<file path="config.mk">
export PLATFORM = sky130hd
export DESIGN_NAME = rom_dl_packer
export DESIGN_NICKNAME = d
export VERILOG_FILES = /design/src/rtl/rom_dl_pkg.sv /design/src/rtl/dl_word_fifo.sv /design/src/rtl/rom_dl_packer.sv
export SDC_FILE = /design/constraint.sdc
export NUM_CORES = 1
export LEC_CHECK = 0
export ABC_CLOCK_PERIOD_IN_PS = 8300
export CORE_UTILIZATION = 40
export CTS_CLUSTER_SIZE = 12
export DETAILED_ROUTE_END_ITERATION = 12
export GPL_TIMING_DRIVEN = 0
export PLACE_DENSITY = 0.67
export REMOVE_ABC_BUFFERS = 1
export SLEW_MARGIN = 20
export SYNTH_ARGS = -nofsm -noshare
export SYNTH_HDL_FRONTEND = slang
export SYNTH_SLANG_ARGS = --single-unit
</file>
<file path="constraint.sdc">
create_clock -name clk_sys -period 8.3 [get_ports clk_sys]
set_input_delay 1.66 -clock clk_sys [delete_from_list [all_inputs] [get_ports clk_sys]]
set_output_delay 1.66 -clock clk_sys [all_outputs]
set_load 0.02 [all_outputs]
</file>
<file path="src/rtl/rom_dl_pkg.sv">
// Shared types and widths for the ROM download packer: FSM states, address and data widths,
// and the layout of one FIFO entry.
package rom_dl_pkg;

    typedef enum logic [2:0] {
        ST_IDLE,
        ST_LOAD,
        ST_FLUSH,
        ST_DRAIN,
        ST_DONE
    } dl_state_t;

    localparam int BYTE_AW = 25;
    localparam int WORD_AW = 24;
    localparam int DATA_W  = 16;
    localparam int ENTRY_W = WORD_AW + DATA_W;

    // A FIFO entry carries the word address in the upper bits and the data word in the lower bits.
    function automatic logic [ENTRY_W-1:0] mk_entry(input logic [WORD_AW-1:0] addr,
                                                    input logic [DATA_W-1:0]  data);
        return {addr, data};
    endfunction

endpackage

</file>
<file path="src/rtl/dl_word_fifo.sv">
// Small word FIFO with two write ports, so that a stale byte and a new word can be queued
// in one cycle. Writes beyond the free space are dropped and reported on o_drop.
module dl_word_fifo #(
    parameter int WIDTH = 40,
    parameter int DEPTH = 4
) (
    input  logic             clk,
    input  logic             srst,
    input  logic             i_clr,
    input  logic             i_wr0,
    input  logic [WIDTH-1:0] i_wdata0,
    input  logic             i_wr1,
    input  logic [WIDTH-1:0] i_wdata1,
    input  logic             i_rd,
    output logic [WIDTH-1:0] o_rdata,
    output logic             o_empty,
    output logic             o_drop
);
    localparam int AW = $clog2(DEPTH);

    logic [WIDTH-1:0] r_mem [DEPTH];
    logic [AW-1:0]    r_wptr, r_rptr;
    logic [AW:0]      r_count;

    logic [AW:0]   w_free;
    logic          w_acc0, w_acc1, w_pop;
    logic [AW-1:0] w_wptr1;

    assign w_free  = (AW+1)'(DEPTH) - r_count;
    assign w_acc0  = i_wr0 && (w_free != '0);
    assign w_acc1  = i_wr1 && (w_acc0 ? (w_free > (AW+1)'(1)) : (w_free != '0));
    assign w_pop   = i_rd && (r_count != '0);
    assign w_wptr1 = r_wptr + AW'(w_acc0);
    assign o_drop  = !i_clr && ((i_wr0 && !w_acc0) || (i_wr1 && !w_acc1));
    assign o_empty = (r_count == '0);
    // The head must be visible in the same cycle it is requested, so the read is combinational.
    assign o_rdata = r_mem[r_rptr];

    always_ff @(posedge clk) begin
        if (srst || i_clr) begin
            r_wptr  <= '0;
            r_rptr  <= '0;
            r_count <= '0;
        end else begin
            r_wptr  <= r_wptr + AW'(w_acc0) + AW'(w_acc1);
            r_rptr  <= r_rptr + AW'(w_pop);
            r_count <= r_count + (AW+1)'(w_acc0) + (AW+1)'(w_acc1) - (AW+1)'(w_pop);
        end
    end

    always_ff @(posedge clk) begin
        if (w_acc0) r_mem[r_wptr]  <= i_wdata0;
        if (w_acc1) r_mem[w_wptr1] <= i_wdata1;
    end

endmodule

</file>
<file path="src/rtl/rom_dl_packer.sv">
// Packs the byte-wide ioctl download stream into 16-bit SDRAM write words, queued through a
// small FIFO, and tracks the download lifecycle (load, flush, drain, done).
module rom_dl_packer
    import rom_dl_pkg::*;
#(
    parameter int INDEX      = 0,
    parameter int FIFO_DEPTH = 4
) (
    input  logic                clk_sys,
    input  logic                reset,
    input  logic                ioctl_downl,
    input  logic [7:0]          ioctl_index,
    input  logic                ioctl_wr,
    input  logic [BYTE_AW-1:0]  ioctl_addr,
    input  logic [7:0]          ioctl_dout,
    output logic                sdr_req,
    output logic [WORD_AW-1:0]  sdr_addr,
    output logic [DATA_W-1:0]   sdr_din,
    input  logic                sdr_ack,
    output logic                busy,
    output logic                rom_loaded,
    output logic                overflow
);
    dl_state_t          r_state, w_state_next;
    logic               r_downl_d;
    logic               r_pend;
    logic [7:0]         r_pend_lo;
    logic [WORD_AW-1:0] r_pend_waddr;
    logic               r_rom_loaded, r_overflow;

    logic               w_idx_ok, w_dl_rise, w_dl_fall, w_byte_ok, w_start;
    logic [WORD_AW-1:0] w_waddr;
    logic               w_wr0, w_wr1, w_pend_set, w_pend_clr;
    logic [ENTRY_W-1:0] w_wd0, w_wd1, w_stale, w_head;
    logic               w_empty, w_drop;

    assign w_idx_ok  = (ioctl_index == 8'(INDEX));
    assign w_dl_rise = ioctl_downl && !r_downl_d && w_idx_ok;
    assign w_dl_fall = !ioctl_downl && r_downl_d;
    assign w_byte_ok = ioctl_wr && ioctl_downl && w_idx_ok;
    assign w_waddr   = ioctl_addr[BYTE_AW-1:1];
    assign w_stale   = mk_entry(r_pend_waddr, {8'h00, r_pend_lo});

    always_comb begin
        w_state_next = r_state;
        w_start      = 1'b0;
        case (r_state)
            ST_IDLE:  if (w_dl_rise) begin w_state_next = ST_LOAD; w_start = 1'b1; end
            ST_LOAD:  if (w_dl_fall) w_state_next = ST_FLUSH;
            ST_FLUSH: begin
                w_state_next = ST_DRAIN;
                if (w_dl_rise) begin w_state_next = ST_LOAD; w_start = 1'b1; end
            end
            ST_DRAIN: begin
                if (w_dl_rise) begin w_state_next = ST_LOAD; w_start = 1'b1; end
                else if (w_empty) w_state_next = ST_DONE;
            end
            ST_DONE:  if (w_dl_rise) begin w_state_next = ST_LOAD; w_start = 1'b1; end
            default:  w_state_next = ST_IDLE;
        endcase
    end

    // Byte packer: an odd byte that cannot pair with the pending low byte pushes both words at once.
    always_comb begin
        w_wr0      = 1'b0;
        w_wr1      = 1'b0;
        w_wd0      = '0;
        w_wd1      = '0;
        w_pend_set = 1'b0;
        w_pend_clr = 1'b0;
        if (r_state == ST_LOAD && w_byte_ok) begin
            if (!ioctl_addr[0]) begin
                w_pend_set = 1'b1;
                if (r_pend && r_pend_waddr != w_waddr) begin
                    w_wr0 = 1'b1;
                    w_wd0 = w_stale;
                end
            end else begin
                w_pend_clr = 1'b1;
                w_wr0      = 1'b1;
                if (r_pend && r_pend_waddr == w_waddr) begin
                    w_wd0 = mk_entry(w_waddr, {ioctl_dout, r_pend_lo});
                end else if (r_pend) begin
                    w_wd0 = w_stale;
                    w_wr1 = 1'b1;
                    w_wd1 = mk_entry(w_waddr, {ioctl_dout, 8'h00});
                end else begin
                    w_wd0 = mk_entry(w_waddr, {ioctl_dout, 8'h00});
                end
            end
        end else if (r_state == ST_FLUSH && !w_dl_rise && r_pend) begin
            w_pend_clr = 1'b1;
            w_wr0      = 1'b1;
            w_wd0      = w_stale;
        end
    end

    always_ff @(posedge clk_sys) begin
        if (reset) begin
            r_state      <= ST_IDLE;
            r_downl_d    <= 1'b1;   // a download already high at reset is not a new start
            r_pend       <= 1'b0;
            r_pend_lo    <= '0;
            r_pend_waddr <= '0;
            r_rom_loaded <= 1'b0;
            r_overflow   <= 1'b0;
        end else begin
            r_state   <= w_state_next;
            r_downl_d <= ioctl_downl;
            if (w_pend_set) begin
                r_pend       <= 1'b1;
                r_pend_lo    <= ioctl_dout;
                r_pend_waddr <= w_waddr;
            end else if (w_pend_clr || w_start) begin
                r_pend <= 1'b0;
            end
            if (w_start)
                r_rom_loaded <= 1'b0;
            else if (w_state_next == ST_DONE && r_state != ST_DONE)
                r_rom_loaded <= 1'b1;
            if (w_start)
                r_overflow <= 1'b0;
            else if (w_drop)
                r_overflow <= 1'b1;
        end
    end

    dl_word_fifo #(
        .WIDTH (ENTRY_W),
        .DEPTH (FIFO_DEPTH)
    ) u_fifo (
        .clk      (clk_sys),
        .srst     (reset),
        .i_clr    (w_start),
        .i_wr0    (w_wr0),
        .i_wdata0 (w_wd0),
        .i_wr1    (w_wr1),
        .i_wdata1 (w_wd1),
        .i_rd     (sdr_ack),
        .o_rdata  (w_head),
        .o_empty  (w_empty),
        .o_drop   (w_drop)
    );

    assign sdr_req    = !w_empty;
    assign sdr_addr   = w_empty ? '0 : w_head[ENTRY_W-1:DATA_W];
    assign sdr_din    = w_empty ? '0 : w_head[DATA_W-1:0];
    assign busy       = (r_state == ST_LOAD) || (r_state == ST_FLUSH) || (r_state == ST_DRAIN);
    assign rom_loaded = r_rom_loaded;
    assign overflow   = r_overflow;

endmodule

</file>
==> results by group <==
Synth
  • Post-synthesis compound-gate area fraction: 0.163
  • Syn avg cell area: between 10 and 15 um2
  • Mux cell area share after synthesis: 0.0896
  • Total number of yosys warnings: 0
  • Share of the synthesized area in the top cell type: 0.382
  • Post-synth top cells: edfxtp_1, nand2_1, a32o_1, dfxtp_1, and2_1
  • Sequential share of the synthesized area: 0.537
  • Synth top area cells: edfxtp_1, dfxtp_1, a32o_1, mux4_2, and2_1
  • Adder-cell share of the synthesized area: 0.0139
  • Register bit total from synthesis: around 210
  • Top FF cell, synth: edfxtp_1
  • Area leader, netlist: edfxtp_1
  • Largest family of logic cells by synthesized area: compound AO/OA/AOI/OAI gates
  • Synth cell types: 54
  • Simple-gate portion of the synthesized area: 0.134
  • Post-Syn Instances: ~820
  • Ys async rst share: 0
  • Count leader, synth: edfxtp_1
  • Synthesized area: about 10000 um2
  • Synth Area in XOR/XNOR: 0.0261
  • EDFF count, synth: between 100 and 150

Clock network
  • Max H-tree Level: 1
  • CTS Buffer Depth: 3
  • Clock Tree Root: clkbuf_16
  • CTS sink cnt: about 210
  • CTS tree: done
  • Hold buffers post-CTS: 0
  • Number of CTS-inserted buffers: 22
  • Post-CTS setup buffer count: 0
  • # resized after CTS: 0
  • Latest clock arrival within the worst-skew pair: 0.50 ns
  • Clk slew on worst S/H paths: approximately 0.060 ns

Setup path
  • Most used cell, CP: nor4_1
  • Maximum fanout along the worst path: 19
  • Reg2reg start: r_pend_waddr[21]
  • Endpoint class of the critical path: flop
  • Worst Setup SP: ioctl_addr[5]
  • WS Path Type: in2reg
  • R2R Setup Slk: ~3.3 ns
  • Slowest stage cell, crit path: a21oi_1
  • Critical Path AT: 6.66 ns
  • Delay of the slowest cell on the worst path: between 0.8 and 0.9 ns
  • CP Cell Sequence: clkdlybuf4s50_1 -> xor2_1 -> nor4_1 -> nand4_1 -> nor2_2 -> a211oi_4 -> ha_1 -> xnor2_1 -> nor4_1 -> a21oi_1 -> inv_2 -> buf_16
  • Critical Path RT: around 8.5 ns
  • CP Launch Type: input pin

Min path
  • Hold/Removal Path Class: reg2reg
  • Hold_sp: u_fifo.r_mem[1][6]

Global route
  • Total grt overflow: 0
  • Largest net degree at the start of global routing: 42
  • First-pass GRT wire length: approximately 42000 um
  • Vias in the first global route: around 7300
  • Number of antenna violations at the first check in global routing: 0
  • Gr usage total: 0.211

Timing
  • Worst-Margin Slew: 1.05 ns
  • Fin worst setup slack: about 1.9 ns
  • Hold slack: 0.461 ns
  • RSZ-0062 raised after global routing: false
  • # setup viols final: 0
  • Hold Fails Final Rpt: 0
  • Total negative slack: 0 ns
  • Final min period: between 6 and 7 ns
  • Slew margin rel.: 0.299
  • Fmax: approximately 160 MHz
  • Final Cycle Share: 0.773
  • Final slew viol count: 0
  • Clock Skews: 0.0119 ns

Die
  • Initial Utilization: 0.411
  • Die span in x: ~160 um
  • Core Box Area: ~24000 um2
  • Die Y: between 150 and 200 um
  • Std-Cell Rows: 57
  • IO Count: 90
  • Die ar.: between 20000 and 30000 um2

Detailed routing
  • Routed wire length per instance: between 20 and 25 um
  • Via density: 5.90
  • Drt drc: 0
  • DR pass1 iterations: 5
  • First DRT Iteration DRCs: roughly 830
  • Via count: 7223
  • DRT antenna net count: 0
  • Total Wirelength: between 20000 and 30000 um

Job
  • Max-Cap Viols: 0

Pwr
  • VDD IR max: roughly 150 uV
  • Total power: between 2000 and 3000 uW
  • Leakage power: about 0.0035 uW
  • Power per cell area: roughly 230 nW/um2

Finish
  • Core Util, Final: 0.503
  • Inserted Diodes: 0
  • Layout cell share with drive strength beyond 1: 0.138
  • Post-layout nets: ~940
  • Synthesis-to-layout area growth: 22.3%

Placement
  • Port Buf Inserts: just under 90
  • Pre-CTS worst setup slack: 1.14 ns
  • RePlAce Congestion: about 0.8
  • Post-detail-place hpwl: 16600 um

Status
  • Outcome: finished clean
-- state kept, by name (all words and copies together), names as in the netlist --
| register | count |
|---|---|
| r_state | 3 |
| u_fifo.r_rptr | 2 |
| overflow | 1 |
| u_fifo.r_wptr | 2 |
| r_pend_lo | 8 |
| u_fifo.r_mem | 160 |
| r_downl_d | 1 |
| u_fifo.r_count | 3 |
| r_pend_waddr | 24 |
| r_pend | 1 |
| rom_loaded | 1 |
-- per-stage QoR --
stage               cells  area [um2]
global placement     1163       11100
global route         1225       12300
floorplan             750        9760
CTS                  1225       12300
detailed placement   1185       11600
finish               1225       12300
-- area by class of cell --
| cell class | count | area (um2) |
|---|---|---|
| clock inverter | 2 | 8.76 |
| fill | 2078 | 12200 |
| timing repair buffer | 111 | 1380 |
| clock buffer | 38 | 683 |
| inverter | 15 | 56.3 |
| tap | 324 | 405 |
| sequential | 206 | 5410 |
| multi-input combinational | 529 | 4360 |
-- critical path: cells and delay by family --
family,cells,cell delay [ns]
buffers and inverters,3,1.33
and+or+nand+nor,4,1.63
adders and majority gates,1,0.31
AOI/OAI and AO/OA,2,1.06
xor gates and xnor gates,2,0.63
-- power breakdown --
| part | leakage (uW) | internal (uW) | switching, uW |
|---|---|---|---|
| registers | 0.00151 | 1090 | 50.4 |
| clock network | 0.000336 | 556 | 390 |
| logic | 0.00168 | 355 | 354 |
-- cells by family (layout without fill, tap and decap cells) --
group | count (synthesis) | after routing
fa+ha+maj | 10 | 10
xor+xnor | 30 | 30
mux | 40 | 40
simple gates | 253 | 253
buf+inv | 83 | 166
compound gates | 196 | 196
flops | 206 | 206
-- layer usage --
metal,vias up,track usage,wire [um]
li1,3305,-,-
met1,3613,0.281,11300
met2,275,0.363,13500
met3,30,0.0302,1860
met4,0,0.0494,407
met5,-,0,0
-- placed cells by master (no fill, tap or decap), types with 3 or more instances in the layout --
master	instances
a21oi_1	49
a32o_1	96
and2_1	71
buf_16	14
buf_6	4
clkbuf_1	11
clkbuf_16	24
clkbuf_8	3
clkdlybuf4s50_1	88
dfxtp_1	76
edfxtp_1	128
ha_1	8
inv_1	10
inv_2	5
mux4_2	40
nand2_1	105
nand2b_1	6
nand4_1	7
nor2_1	20
nor2b_1	4
nor3_1	4
nor4_1	9
o2bb2ai_1	32
or2_2	3
xnor2_1	5
xor2_1	25
-- final timing paths --
path	endpoint	cells after the start
max reg2reg	u_fifo.r_mem[3][27]	11
min	u_fifo.r_mem[1][6]	1
min reg2reg	u_fifo.r_mem[1][6]	1
max	u_fifo.r_mem[3][27]	12
Note: power is estimated with default switching activity, not from simulation.
